### src/rtl/pipe_pkg.sv
// Shared types and constants for the 5-stage pipeline controller.
// Holds the FSM state and stall-source enums and the stage-control bundle decoder.
package pipe_pkg;

  typedef enum logic [0:0] {
    RUN   = 1'b0,
    FLUSH = 1'b1
  } pipe_state_e;

  typedef enum logic [2:0] {
    STALL_NONE = 3'd0,
    STALL_IF   = 3'd1,
    STALL_ID   = 3'd2,
    STALL_EX   = 3'd3,
    STALL_MEM  = 3'd4
  } stall_src_e;

  localparam logic [31:0] NOP_INST = 32'h0000_0000;
  localparam logic [4:0]  NOP_REG  = 5'd0;

  typedef struct packed {
    logic en_pc;
    logic en_if_id;
    logic en_id_ex;
    logic en_ex_mem;
    logic en_mem_wb;
    logic bubble_id_ex;
    logic bubble_ex_mem;
    logic bubble_mem_wb;
  } pipe_ctl_t;

  // Registers up to the stalling stage hold, the next one takes a bubble, later ones advance.
  function automatic pipe_ctl_t ctl_for_src(input stall_src_e src);
    pipe_ctl_t c;
    c = '{en_pc: 1'b1, en_if_id: 1'b1, en_id_ex: 1'b1, en_ex_mem: 1'b1,
          en_mem_wb: 1'b1, bubble_id_ex: 1'b0, bubble_ex_mem: 1'b0,
          bubble_mem_wb: 1'b0};
    case (src)
      STALL_IF: begin
        c.en_pc = 1'b0;
      end
      STALL_ID: begin
        c.en_pc        = 1'b0;
        c.en_if_id     = 1'b0;
        c.bubble_id_ex = 1'b1;
      end
      STALL_EX: begin
        c.en_pc         = 1'b0;
        c.en_if_id      = 1'b0;
        c.en_id_ex      = 1'b0;
        c.bubble_ex_mem = 1'b1;
      end
      STALL_MEM: begin
        c.en_pc         = 1'b0;
        c.en_if_id      = 1'b0;
        c.en_id_ex      = 1'b0;
        c.en_ex_mem     = 1'b0;
        c.bubble_mem_wb = 1'b1;
      end
      default: begin
        c.en_pc = 1'b1;
      end
    endcase
    return c;
  endfunction

endpackage

### src/rtl/hazard_ldu.sv
// Load-use hazard comparator: flags an ID instruction that reads the register
// the load currently in EX is about to write. r0 is never a real dependency.
module hazard_ldu
  import pipe_pkg::*;
#(
  parameter int RA_W = 5
) (
  input  logic            ex_is_load,
  input  logic [RA_W-1:0] ex_wd,
  input  logic [RA_W-1:0] id_rs,
  input  logic [RA_W-1:0] id_rt,
  input  logic            id_rs_rd,
  input  logic            id_rt_rd,
  output logic            ldu
);

  logic wd_nz_s;
  logic rs_hit_s;
  logic rt_hit_s;

  // Compare both ID source operands against the EX load destination.
  always_comb begin
    wd_nz_s  = (ex_wd != RA_W'(NOP_REG));
    rs_hit_s = id_rs_rd & (id_rs == ex_wd);
    rt_hit_s = id_rt_rd & (id_rt == ex_wd);
    ldu      = ex_is_load & wd_nz_s & (rs_hit_s | rt_hit_s);
  end

endmodule

### src/rtl/pipe_ctrl.sv
// Central pipeline controller: combinational stage enables/bubbles from stall
// priority, a RUN/FLUSH FSM for exception redirect, and a saturating stall counter.
module pipe_ctrl
  import pipe_pkg::*;
#(
  parameter int CNT_W  = 32,
  parameter int ADDR_W = 32,
  parameter int RA_W   = 5
) (
  input  logic              clk,
  input  logic              rst,
  input  logic              stallreq_if,
  input  logic              stallreq_ex,
  input  logic              stallreq_mem,
  input  logic              ex_is_load,
  input  logic [RA_W-1:0]   ex_wd,
  input  logic [RA_W-1:0]   id_rs,
  input  logic [RA_W-1:0]   id_rt,
  input  logic              id_rs_rd,
  input  logic              id_rt_rd,
  input  logic              mem_excp,
  input  logic [ADDR_W-1:0] mem_excp_pc,
  output logic              en_pc,
  output logic              en_if_id,
  output logic              en_id_ex,
  output logic              en_ex_mem,
  output logic              en_mem_wb,
  output logic              bubble_id_ex,
  output logic              bubble_ex_mem,
  output logic              bubble_mem_wb,
  output logic              flush,
  output logic [ADDR_W-1:0] new_pc,
  output logic [CNT_W-1:0]  stall_cnt
);

  logic              ldu_s;
  logic              override_s;
  logic              stall_any_s;
  stall_src_e        src_s;
  pipe_ctl_t         ctl_s;

  pipe_state_e       state_q, state_d;
  logic              flush_q, flush_d;
  logic [ADDR_W-1:0] new_pc_q, new_pc_d;
  logic [CNT_W-1:0]  stall_cnt_q, stall_cnt_d;

  function automatic logic [CNT_W-1:0] sat_inc(input logic [CNT_W-1:0] v);
    if (v == {CNT_W{1'b1}}) begin
      return v;
    end else begin
      return v + {{(CNT_W-1){1'b0}}, 1'b1};
    end
  endfunction

  hazard_ldu #(.RA_W(RA_W)) u_hazard_ldu (
    .ex_is_load (ex_is_load),
    .ex_wd      (ex_wd),
    .id_rs      (id_rs),
    .id_rt      (id_rt),
    .id_rs_rd   (id_rs_rd),
    .id_rt_rd   (id_rt_rd),
    .ldu        (ldu_s)
  );

  // Pick the highest-priority stalling stage; reset, a flush or a new exception releases everything.
  always_comb begin
    override_s = ~rst | (state_q == FLUSH) | mem_excp;
    if (override_s) begin
      src_s = STALL_NONE;
    end else if (stallreq_mem) begin
      src_s = STALL_MEM;
    end else if (stallreq_ex) begin
      src_s = STALL_EX;
    end else if (ldu_s) begin
      src_s = STALL_ID;
    end else if (stallreq_if) begin
      src_s = STALL_IF;
    end else begin
      src_s = STALL_NONE;
    end
    ctl_s       = ctl_for_src(src_s);
    stall_any_s = ~(ctl_s.en_pc & ctl_s.en_if_id & ctl_s.en_id_ex & ctl_s.en_ex_mem);
  end

  // Next-state logic for the flush sequencer, redirect target and stall counter.
  always_comb begin
    state_d     = state_q;
    flush_d     = 1'b0;
    new_pc_d    = new_pc_q;
    stall_cnt_d = stall_cnt_q;
    case (state_q)
      RUN: begin
        if (mem_excp) begin
          state_d  = FLUSH;
          flush_d  = 1'b1;
          new_pc_d = mem_excp_pc;
        end else begin
          state_d  = RUN;
        end
      end
      FLUSH: begin
        state_d = RUN;
      end
      default: begin
        state_d = RUN;
      end
    endcase
    if (stall_any_s) begin
      stall_cnt_d = sat_inc(stall_cnt_q);
    end else begin
      stall_cnt_d = stall_cnt_q;
    end
  end

  // State and registered outputs with synchronous active-low reset.
  always_ff @(posedge clk) begin
    if (!rst) begin
      state_q     <= RUN;
      flush_q     <= 1'b0;
      new_pc_q    <= {ADDR_W{1'b0}};
      stall_cnt_q <= {CNT_W{1'b0}};
    end else begin
      state_q     <= state_d;
      flush_q     <= flush_d;
      new_pc_q    <= new_pc_d;
      stall_cnt_q <= stall_cnt_d;
    end
  end

  assign en_pc         = ctl_s.en_pc;
  assign en_if_id      = ctl_s.en_if_id;
  assign en_id_ex      = ctl_s.en_id_ex;
  assign en_ex_mem     = ctl_s.en_ex_mem;
  assign en_mem_wb     = ctl_s.en_mem_wb;
  assign bubble_id_ex  = ctl_s.bubble_id_ex;
  assign bubble_ex_mem = ctl_s.bubble_ex_mem;
  assign bubble_mem_wb = ctl_s.bubble_mem_wb;
  assign flush         = flush_q;
  assign new_pc        = new_pc_q;
  assign stall_cnt     = stall_cnt_q;

endmodule

### config.mk
export PLATFORM = sky130hd
export DESIGN_NAME = pipe_ctrl
export DESIGN_NICKNAME = d
export VERILOG_FILES = /design/src/rtl/pipe_pkg.sv /design/src/rtl/hazard_ldu.sv /design/src/rtl/pipe_ctrl.sv
export SDC_FILE = /design/constraint.sdc
export NUM_CORES = 1
export LEC_CHECK = 0
export CAP_MARGIN = 20
export CORE_MARGIN = 5
export CORE_UTILIZATION = 27
export CTS_CLUSTER_SIZE = 20
export DETAILED_ROUTE_END_ITERATION = 10
export PLACE_DENSITY_LB_ADDON = 0.08
export SLEW_MARGIN = 20
export SYNTH_ARGS = -nofsm -noshare
export SYNTH_HDL_FRONTEND = slang
export SYNTH_SLANG_ARGS = --single-unit
### constraint.sdc
create_clock -name clk -period 3.9 [get_ports clk]
set_clock_uncertainty 0.15 [all_clocks]
set_input_delay 0.585 -clock clk [delete_from_list [all_inputs] [get_ports clk]]
set_output_delay 0.585 -clock clk [all_outputs]
set_load 0.01 [all_outputs]
==> results.txt <==
status - finished clean
Yosys Warn Count - 0
overall routing resource usage - 14.10%
Slew Limit Headroom - 59.90%
filler cell count - 1133
Post-Syn Nets - 421
synthesis-to-finish area growth - 52.49%
Internal - 1.080 mW
Startpoint Class - input port
NetSw - 0.3592 mW
Max Clk Rate - 291.1 MHz
initial antenna violation count - 0
Overall Power - 1.439 mW
DRC viols - 0
n_diodes - 0
Routed Antenna Nets - 0
# nets final - 544
Clock Path Buffers - 2
Pleak - 1.517 nW
Syn Area/Cell - 8.284 um2
TritonCTS Buffers - 9
Final Cycle Share - 88.08%
number of port buffers - 127
distinct cell type count of the synthesized netlist - 50
DR WL/cell - 15.04 um
CTS tree - yes
vias in the first global route - 2929
std cell rows - 38
CP Max Fanout - 3
Net Sw Frac - 24.96%
# clock sinks - 65
vias - 3053
number of synthesized flops with an enable pin - 0
Final setup viols - 0
Post-synth ARST share - 0%
Hold Buf Count CTS - 0
Iteration-0 DRC Markers - 134
final core utilization - 42.23%
max cap viols - 0
final hold violations - 0
setup bufs post-CTS - 0
Clk network pwr share - 37.2%
Die X - 115.7 um
CP max stage delay - 0.56 ns
die height - 115.7 um
share of cells above drive strength 1 - 6.721%
Tightest Pin Transition - 0.6015 ns
Starting Density - 27.69%
io pins - 129
final WL - 9491 um
pin count of the biggest net entering global routing - 52
total negative slack - 0 ns
Comb power frac - 14.5%
CP Capture Type - output port
RSZ-0062 raised after global routing - no
dominant synthesized flop cell - dfxtp_1
Hold Slack - 0.3037 ns
Yosys reg bits - 65
required time of the worst setup path - 3.16 ns
global-route wire length before repair - 14990 um
PD cells - 313.0 nW/um2
crit path kind - in -> out
max-slew violation count - 0
Peak VDD IR - 0.1327 mV
DRT Pass-1 Iters - 4
RePlAce Congestion - 0.7688
Gate Count Post-Synth - 364
cell repeated most along the worst path - clkdlybuf4s50_1
post-CTS sizing - 0
# H-tree levels - 3
min Tclk post-route - 3.435 ns
critical path arrival - 2.70 ns
Die Area - 13380 um2
Clock Latency Late Sink - 0.34 ns
CORE AREA - 10890 um2
Overflow after GRT - 0
Reg clk slew, reported paths - 0.07 ns
critical-path cell list - clkdlybuf4s50_1 -> or4_1 -> o21ai_1 -> nand2b_1 -> a21o_1 -> clkdlybuf4s50_1
hold crit path type - reg -> reg
slowest CP cell - or4_1
vias per inst - 4.838
sequential share of the synthesized area - 43.15%
synthesized area - 3015 um2
DP Wirelength - 6656 um
sequential share of power - 48.3%
root buf cell - clkbuf_8
## layout by cell type, fill, tap and decap left out, types with 5 or more instances in the layout
cell type / netlist / layout
xnor2_1: 11 / 11
o31ai_1: 9 / 9
nand2b_1: 8 / 8
or3_1: 5 / 5
nand3_1: 12 / 12
nor2_1: 10 / 10
o21a_1: 5 / 5
buf_4: 2 / 5
o211ai_1: 5 / 5
inv_1: 5 / 5
nand4_1: 9 / 9
and4_1: 5 / 5
dfxtp_1: 65 / 65
a21oi_1: 43 / 43
or4_1: 8 / 8
clkdlybuf4s50_1: 0 / 127
mux2i_1: 6 / 6
clkbuf_8: 0 / 12
nor4_1: 5 / 5
nand2_1: 85 / 85
## state kept, by name, indices dropped and copies added, names as in the netlist
signal and count:
new_pc 32, stall_cnt 32, state_q 1
## final timing paths
check	end	startpoint	slack [ns]	cells past startpoint
worst max-delay path	en_if_id	ex_wd[0]	0.46	6
worst min-delay path	new_pc[8]$_SDFFE_PN0P_	new_pc[8]$_SDFFE_PN0P_	0.30	2
worst max register to register	stall_cnt[7]$_SDFFE_PN0P_	stall_cnt[0]$_SDFFE_PN0P_	1.17	7
worst min register to register	new_pc[8]$_SDFFE_PN0P_	new_pc[8]$_SDFFE_PN0P_	0.30	2
## layer usage
metal	part of all wire (%)	vias to the layer above	GRT usage, %
met5	0	-	0
met4	1.9	0	6.265
met3	8.9	13	4.073
met2	43	89	21.22
met1	46	1414	18.79
li1	-	1537	-
## cells in the mapped netlist (2+ instances only)
master	count	area share, %
a21oi_1	43	7.1
and3_1	4	0.83
and4_1	5	1.5
buf_2	2	0.33
buf_4	2	0.50
clkbuf_1	16	2.0
dfxtp_1	65	43
inv_1	5	0.62
mux2i_1	6	2.0
nand2_1	85	11
nand2b_1	8	1.7
nand3_1	12	2.0
nand4_1	9	1.9
nand4_2	2	0.83
nor2_1	10	1.2
nor3_1	4	0.66
nor4_1	5	1.0
nor4_2	3	1.2
o211ai_1	5	1.2
o21a_1	5	1.2
o21ai_0	3	0.50
o21ai_1	2	0.33
o31a_1	3	0.87
o31ai_1	9	2.2
o41ai_1	3	0.87
or3_1	5	1.0
or4_1	8	2.0
xnor2_1	11	3.2
xor2_1	3	0.87
## power by group through the flow
stage                     combinational [mW]  sequential (mW)  clock, mW
after floorplan                       0.0750            0.720          0
after global placement                 0.210            0.710          0
after detailed placement               0.211            0.711          0
after CTS                              0.212            0.696      0.568
after global routing                   0.227            0.698      0.591
final                                  0.208            0.696      0.535
## layout make-up
cell class / instances / area, um2 / share of cell area (%)
timing repair buffer: 132 / 1309 / 28.46
clock inverter: 2 / 12.51 / 0.2721
clock buffer: 13 / 168.9 / 3.673
tap: 140 / 175.2 / 3.810
sequential: 65 / 1301 / 28.30
multi-input combinational: 273 / 1609 / 34.99
inverter: 6 / 22.52 / 0.4898
## worst max-delay path: cells and delay by family
kind	cells	cell delay [ns]
compound gates	2	0.37
buf+inv	2	1.00
simple gates	2	0.74
## kinds of logic (layout without fill, tap and decap cells)
logic type                 count (synthesis)  in the layout  share of synthesized area [%]
and+or+nand+nor                          171            171                          29.67
AOI/OAI and AO/OA                         80             80                          17.01
DFF                                       65             65                          43.15
buffers and inverters                     26            153                          3.568
xor gates and xnor gates                  14             14                          4.066
muxes                                      6              6                          1.992
adders and majority gates                  1              1                         0.4149
other                                      1              1                         0.1244
## per-stage QoR
| stage | cell area, um2 | worst slack (ns) | std cells |
|---|---|---|---|
| CTS | 4598 | 0.4528 | 631 |
| finish | 4598 | 0.4648 | 631 |
| floorplan | 3015 | 1.552 | 364 |
| detailed placement | 4417 | 0.4564 | 616 |
| global route | 4598 | 0.3663 | 631 |
| global placement | 4417 | 0.4952 | 616 |
Power figures use the tool's default switching activity.
